==> config.mk <==
export PLATFORM = sky130hd
export DESIGN_NAME = multicycle_control_unit
export DESIGN_NICKNAME = d
export VERILOG_FILES = /design/src/rtl/multicycle_control_unit.sv
export SDC_FILE = /design/constraint.sdc
export NUM_CORES = 1
export LEC_CHECK = 0
export ABC_AREA = 1
export BUFFER_PORTS_ARGS = -buffer_cell sky130_fd_sc_hd__buf_2
export CAP_MARGIN = 20
export CORE_MARGIN = 8
export CORE_UTILIZATION = 34
export CTS_BUF_LIST = sky130_fd_sc_hd__clkbuf_4 sky130_fd_sc_hd__clkbuf_8
export CTS_CLUSTER_DIAMETER = 40
export DETAILED_ROUTE_END_ITERATION = 7
export HOLD_SLACK_MARGIN = 0.06
export PLACE_DENSITY = 0.66
export SYNTH_ARGS = -nofsm -noshare
export SYNTH_HDL_FRONTEND = slang
export SYNTH_SLANG_ARGS = --single-unit
==> constraint.sdc <==
create_clock -name clk -period 1.2 [get_ports clk]
set_input_delay 0.18 -clock clk [delete_from_list [all_inputs] [get_ports clk]]
set_output_delay 0.18 -clock clk [all_outputs]
set_load 0.01 [all_outputs]
==> src/rtl/multicycle_control_unit.sv <==
// multicycle_control_unit: multicycle RV32I control FSM sharing one valid/ready memory port
module multicycle_control_unit #(
  parameter int ALU_CTRL_W = 3,
  parameter bit EXT_ALU = 1'b0,
  parameter bit EXT_BRANCH = 1'b0
) (
  input  logic                  clk,
  input  logic                  rst_n,
  input  logic [6:0]            opcode,
  input  logic [2:0]            funct3,
  input  logic [6:0]            funct7,
  input  logic                  zero,
  input  logic                  lt,
  input  logic                  ltu,
  input  logic                  mem_ready,
  output logic                  mem_req,
  output logic                  mem_write,
  output logic                  adr_src,
  output logic                  ir_write,
  output logic                  pc_write,
  output logic                  reg_write,
  output logic [1:0]            result_src,
  output logic [1:0]            alu_src_a,
  output logic [1:0]            alu_src_b,
  output logic [2:0]            imm_src,
  output logic [ALU_CTRL_W-1:0] alu_control,
  output logic                  illegal,
  output logic                  retire
);
  typedef enum logic [3:0] {
    FETCH, DECODE, MEMADR, MEMREAD, MEMWB, MEMWRITE, EXECR, EXECI, ALUWB, BRANCH, JAL, TRAP
  } state_t;
  localparam logic [1:0] RS_ALUOUT = 2'd0, RS_MEM = 2'd1, RS_ALU = 2'd2;
  localparam logic [1:0] SA_PC = 2'd0, SA_OLD = 2'd1, SA_RD1 = 2'd2;
  localparam logic [1:0] SB_RD2 = 2'd0, SB_IMM = 2'd1, SB_4 = 2'd2;
  localparam logic [2:0] IMM_I = 3'd0, IMM_S = 3'd1, IMM_B = 3'd2;
  localparam logic [ALU_CTRL_W-1:0] ALU_ADD = ALU_CTRL_W'(0), ALU_SUB = ALU_CTRL_W'(1),
    ALU_AND = ALU_CTRL_W'(2), ALU_OR = ALU_CTRL_W'(3), ALU_XOR = ALU_CTRL_W'(4),
    ALU_SLT = ALU_CTRL_W'(5), ALU_SLTU = ALU_CTRL_W'(6), ALU_SLL = ALU_CTRL_W'(7),
    ALU_SRL = ALU_CTRL_W'(8), ALU_SRA = ALU_CTRL_W'(9);
  state_t state, next;
  logic r_ok, i_ok, br_ok, taken;
  logic [ALU_CTRL_W-1:0] r_op, i_op;
  always_ff @(posedge clk) state <= rst_n ? next : FETCH;
  always_comb begin
    r_ok = 1'b1;
    r_op = ALU_ADD;
    case ({funct7, funct3})
      {7'h00, 3'b000}: r_op = ALU_ADD;
      {7'h20, 3'b000}: r_op = ALU_SUB;
      {7'h00, 3'b010}: r_op = ALU_SLT;
      {7'h00, 3'b110}: r_op = ALU_OR;
      {7'h00, 3'b111}: r_op = ALU_AND;
      {7'h00, 3'b100}: begin r_op = ALU_XOR; r_ok = EXT_ALU; end
      {7'h00, 3'b001}: begin r_op = ALU_SLL; r_ok = EXT_ALU; end
      {7'h00, 3'b101}: begin r_op = ALU_SRL; r_ok = EXT_ALU; end
      {7'h20, 3'b101}: begin r_op = ALU_SRA; r_ok = EXT_ALU; end
      {7'h00, 3'b011}: begin r_op = ALU_SLTU; r_ok = EXT_ALU; end
      default: r_ok = 1'b0;
    endcase
    // Only ADDI is in the base set; funct7[5] selects the shift flavour
    i_ok = EXT_ALU;
    case (funct3)
      3'b000: begin i_op = ALU_ADD; i_ok = 1'b1; end
      3'b001: begin i_op = ALU_SLL; i_ok = EXT_ALU && !funct7[5]; end
      3'b010: i_op = ALU_SLT;
      3'b011: i_op = ALU_SLTU;
      3'b100: i_op = ALU_XOR;
      3'b110: i_op = ALU_OR;
      3'b111: i_op = ALU_AND;
      default: i_op = funct7[5] ? ALU_SRA : ALU_SRL;
    endcase
    br_ok = EXT_BRANCH;
    taken = 1'b0;
    case (funct3)
      3'b000: begin br_ok = 1'b1; taken = zero; end
      3'b001: taken = !zero;
      3'b100: taken = lt;
      3'b101: taken = !lt;
      3'b110: taken = ltu;
      3'b111: taken = !ltu;
      default: br_ok = 1'b0;
    endcase
  end
  always_comb begin
    next = state;
    mem_req = 1'b0;
    mem_write = 1'b0;
    adr_src = 1'b0;
    ir_write = 1'b0;
    pc_write = 1'b0;
    reg_write = 1'b0;
    result_src = RS_ALUOUT;
    alu_src_a = SA_PC;
    alu_src_b = SB_RD2;
    imm_src = IMM_I;
    alu_control = ALU_ADD;
    illegal = 1'b0;
    retire = 1'b0;
    // Everything stays at zero while reset is held
    if (rst_n)
      case (state)
        FETCH: begin
          mem_req = 1'b1;
          alu_src_b = SB_4;
          result_src = RS_ALU;
          ir_write = mem_ready;
          pc_write = mem_ready;
          next = mem_ready ? DECODE : FETCH;
        end
        DECODE: begin
          alu_src_a = SA_OLD;
          alu_src_b = SB_IMM;
          imm_src = IMM_B;
          next = (opcode == 7'b0000011 || opcode == 7'b0100011) ? MEMADR :
                 opcode == 7'b0110011 ? EXECR :
                 opcode == 7'b0010011 ? EXECI :
                 opcode == 7'b1100011 ? BRANCH :
                 opcode == 7'b1101111 ? JAL : TRAP;
        end
        MEMADR: begin
          alu_src_a = SA_RD1;
          alu_src_b = SB_IMM;
          imm_src = opcode[5] ? IMM_S : IMM_I;
          next = opcode[5] ? MEMWRITE : MEMREAD;
        end
        MEMREAD: begin
          mem_req = 1'b1;
          adr_src = 1'b1;
          next = mem_ready ? MEMWB : MEMREAD;
        end
        MEMWB: begin
          result_src = RS_MEM;
          reg_write = 1'b1;
          retire = 1'b1;
          next = FETCH;
        end
        MEMWRITE: begin
          mem_req = 1'b1;
          mem_write = 1'b1;
          adr_src = 1'b1;
          retire = mem_ready;
          next = mem_ready ? FETCH : MEMWRITE;
        end
        EXECR: begin
          alu_src_a = SA_RD1;
          alu_control = r_op;
          next = r_ok ? ALUWB : TRAP;
        end
        EXECI: begin
          alu_src_a = SA_RD1;
          alu_src_b = SB_IMM;
          alu_control = i_op;
          next = i_ok ? ALUWB : TRAP;
        end
        ALUWB: begin
          reg_write = 1'b1;
          retire = 1'b1;
          next = FETCH;
        end
        BRANCH: begin
          alu_src_a = SA_RD1;
          alu_control = ALU_SUB;
          pc_write = br_ok && taken;
          retire = br_ok;
          next = br_ok ? FETCH : TRAP;
        end
        JAL: begin
          alu_src_a = SA_OLD;
          alu_src_b = SB_4;
          pc_write = 1'b1;
          next = ALUWB;
        end
        TRAP: begin
          illegal = 1'b1;
          next = FETCH;
        end
        default: next = FETCH;
      endcase
  end
endmodule

Yosys cells after proc, flatten, opt, wreduce, memory -nomap -nowiden. Cells that the tools add are included.

Shifts and indexed selects: 0. Divide/modulo/power cells: 0. Magnitude comparators: 0. Add/sub/neg operators: 0. Reductions and logical operators: 17. $mul: 0. Multiplexer cells: 46. Bitwise operators: 0. Eq/ne operators: 32.

Operators by type and width (number): $pmux 3 s7 (2); $pmux 4 s9 (1); $eq 10x3->1 const B (3); $eq 10x2->1 const B (2); $eq 10x9->1 const B (2); $mux 1 (20); $eq 4x3->1 const B (4); $eq 4x4->1 const B (4); $mux 4 (4); $pmux 2 s2 (4); $eq 7x6->1 const B (2); $eq 7x7->1 const B (2); $mux 2 (7); $eq 3x3->1 const B (4); $mux 3 (4); $eq 10x1->1 const B (1); $logic_not 10->1 (1); $reduce_or 2->1 (5); $pmux 3 s3 (1); $eq 4x2->1 const B (2); $eq 7x2->1 const B (1); $eq 7x5->1 const B (1); $eq 3x2->1 const B (2); $pmux 1 s3 (2); 11 further kinds (14).

Word-level logic and storage cells: 96. Bits in read-only memories: 0. Memories: 0. Bits in latches: 0. Register bits: 4. Bits in writable memories: 0. Bits of input ports: 23. Output and inout bits: 20.

Logic depth before layout (Yosys ltp).
Word-level depth: 7. Mapped depth: 9. Depth with buffers taken out: 9.

Worst setup path before layout. OpenSTA, ideal clock, no wires.

Path type: register to output. From: register state[1]. To: output alu_control[0]. Arrival time: 1.094 ns. Stages on the path, launching flop included: 8. Buffers on the path: 0. Setup slack: -0.074 ns. Required time: 1.020 ns. Cell sequence: dfxtp_1 > inv_2 > nor2_4 > inv_2 > nor2_2 > inv_1 > o21bai_1 > a21oi_1.

Cells in the longest elaborated chain, start to end: 3. Elaborated cells between the ends (all ways): 5. Classes of those cells: eq/ne: 3; mux: 2.

Ends and longest elaborated chain: start, declared (line 41) `state_t state, next;`; start signal, assigned (line 44) `always_ff @(posedge clk) state <= rst_n ? next : FETCH;`; $eq 4x4->1 or $eq 4x3->1 (tied branches) (line 102) `case (state)`; $pmux 3 s3 * (line 102); $mux 3 * (line 101) `if (rst_n)`; end, declared (line 26) `output logic [ALU_CTRL_W-1:0] alu_control,`.

Every way passes the cells marked *; elsewhere a longest branch is shown, timed or not.

Worst setup path after layout.
From: register state[3]. To: output alu_control[2].

Same word-level chain as after synthesis.

==> reports/metrics.yaml <==
routing:
  wl_um: 3610
  first_pass_iters: 4
  drt_iter0_markers: 62
  wire_per_inst_um: 13.0
  postRouteAntennaNets: 0
  viasPerCell: 4.92
  drc_errors: 0
  vias: 1367
timing:
  rsz0062_at_grt: "yes"
  timing.final.crit_period_ns: 1.55
  finalHoldViolCount: 0
  setup_viol: 23
  fin_ws_ns: -0.345
  fmax_ghz: 0.647
  fin_skew_ns: 0.00135
  post-route-period-util_pct: 129
  slew_violations: 0
clocking:
  htree_levels: 1
  cts_hold_buffers: 0
  cts.path.max_buffers: 2
  cts_tree: "done"
  path_clk_slew_ns: 0.04
  clk-insertion-delay-late_ns: 0.23
  cts_buffers: 3
  clock-root-buffer: "clkbuf_4"
  cts_sinks: 4
yosys:
  synth_seq_cells: 4
  syn_nets: 188
  syn_area_um2: 837
  ys.warnings.count: 0
  syn_avg_cell_area_um2: 5.07
  yosysTopAreaCell: "nor2_1"
  yosys-top-cells-area: "nor2_1, nand2_1, a21oi_1, dfxtp_1, nand3_1"
  synth_cell_types: 26
  synth_cells: 165
  yosysSeqAreaShare_pct: 9.57
  synth_top_cell_area_share_pct: 18.8
layout:
  regMostFlops: "state"
  final_common_cell: "buf_2"
  largest_register_ffs: 4
  diodes: 0
  utilization_pct: 69.8
  drive_gt1_share_pct: 59.7
  area_growth_pct: 101
  reg_top3: "state: 4 flops"
  final_cell_mix: "buf_2, buf_4, nor2_1, nand2_1"
  nNetsFinal: 273
critical_path:
  cp-start-kind: "flop"
  crit_fanout: 5
  crit_type: "flop to primary output"
  reg2regPathDepth: 10
  startpoint: "state[3]$_SDFF_PN0_"
  r2r_slack_ns: -0.15
  cp.arrival_ns: 1.37
  cp-endpoint: "alu_control[2]"
  critPathCaptureType: "primary output"
  required_ns: 1.02
  r2r_end: "state[1]$_SDFF_PN0_"
  reg2reg_from: "state[3]$_SDFF_PN0_"
power_and_ir_drop:
  powerDensity_nw_per_um2: 1470
  pwr-share-seq_pct: 12.5
  p_leak_nw: 0.812
  p_comb_share_pct: 81.1
  p_sw_w: 0.00124
  peakVddDrop_v: 0.00158
  clkPwrFrac_pct: 6.4
  p_sw_share_pct: 50.3
  p_int_w: 0.00123
die:
  die_y_um: 65.6
  initial_utilization_pct: 34.7
  num_rows: 18
  die_x_um: 65.6
  boundaryPins: 43
  dieArea_um2: 4310
  core-area_um2: 2410
placed_design:
  place_ws_ns: -0.198
  gp_congestion: 0.874
  hpwl_um: 2360
  io_buffers: 39
grt:
  antenna_found_initial: 0
  grt_pass1_wl_um: 5090
  grt_max_degree: 10
  grt_pass1_vias: 1195
  grt_use_total_pct: 14.3
  overflow: 0
run_status:
  status: "finished, violations left"
  violations: "setup timing"
hold_path:
  hold_path.class: "input port to flop"
flow_run:
  max-cap-violations: 0
synthesized netlist by cell type:
master and n:
conb_1 1, clkinv_1 2, clkbuf_1 1, nand2_4 1, nor2_2 3, nand4_1 5
o21ai_2 1, nor2_1 42, a211oi_1 3, a21oi_1 16, nand2_1 28, buf_4 1
nor4_1 1, nand3_1 15, inv_2 5, a21oi_2 1, dfxtp_1 4, nor3_1 3
nand3b_1 1, o21bai_1 1, inv_1 19, o21ai_0 2, o211ai_1 1, o31ai_1 1
nand2_2 3, nor2_4 4
critical path, stage by stage (launching register included):
cell and delay (ns):
dfxtp_4 0.37, inv_4 0.08, nand2_8 0.07, nor2_4 0.15
nand2_2 0.09, nor2_2 0.08, a21oi_1 0.04, nor2_1 0.11
buf_2 0.14
cell type report:
cell class	instances	area [um2]
inverter	26	110
timing repair buffer	82	569
sequential	4	92.6
clock buffer	3	22.5
tap	30	37.5
multi-input combinational	133	851
fill	198	727
through the flow:
step	hold WS (ns)	total power, W	cells	TNS (ns)	area, um2
finish	0.200	0.00248	278	-5.75	1680
global route	0.203	0.00266	278	-7.37	1680
CTS	0.179	0.00205	275	-5.14	1510
detailed placement	0.425	0.00154	264	-1.66	1310
global placement	0.411	0.00153	264	-1.60	1310
floorplan	0.278	0.000995	165	-0.0261	851
timing repair:
item / in CTS / in global routing
pin swaps: 11 / 19
gates resized for setup: 34 / 43
setup endpoints to repair: 22 / 23
setup buffers: 8 / 6
cloned: 0 / 0
endpoints found under the hold margin: 0 / 0
how the worst min path moves through the flow:
stage,start,end,cells past startpoint
finish,rst_n,state[1]$_SDFF_PN0_,3
global route,rst_n,state[1]$_SDFF_PN0_,3
CTS,rst_n,state[1]$_SDFF_PN0_,3
detailed placement,rst_n,state[1]$_SDFF_PN0_,3
global placement,rst_n,state[1]$_SDFF_PN0_,3
floorplan,rst_n,state[1]$_SDFF_PN0_,2
power by group through the flow:
stage	sequential, W	clock (W)	combinational [W]
2_1_floorplan	0.000241	0	0.000754
3_3_place_gp	0.000251	0	0.00128
3_5_place_dp	0.000253	0	0.00129
4_1_cts	0.000279	0.000173	0.00160
5_1_grt	0.000317	0.000181	0.00216
6_report	0.000309	0.000159	0.00201
layer usage:
metal	up-vias	GRT usage, %	share of wire (%)
met3	3	4.42	7.4
met5	-	0	0
met4	0	0	1.1
met1	596	18.8	43
met2	60	23.6	48
li1	708	-	-
logic make-up (layout without fill, tap and decap cells):
family | count (synthesis) | count (layout) | synth area share, %
AND/OR/NAND/NOR | 106 | 106 | 58.7
other | 1 | 1 | 0.448
buffers and inverters | 28 | 111 | 13.0
flip-flops | 4 | 4 | 9.57
AO/OA/AOI/OAI | 26 | 26 | 18.2
Note: power is estimated with default switching activity, not from simulation.
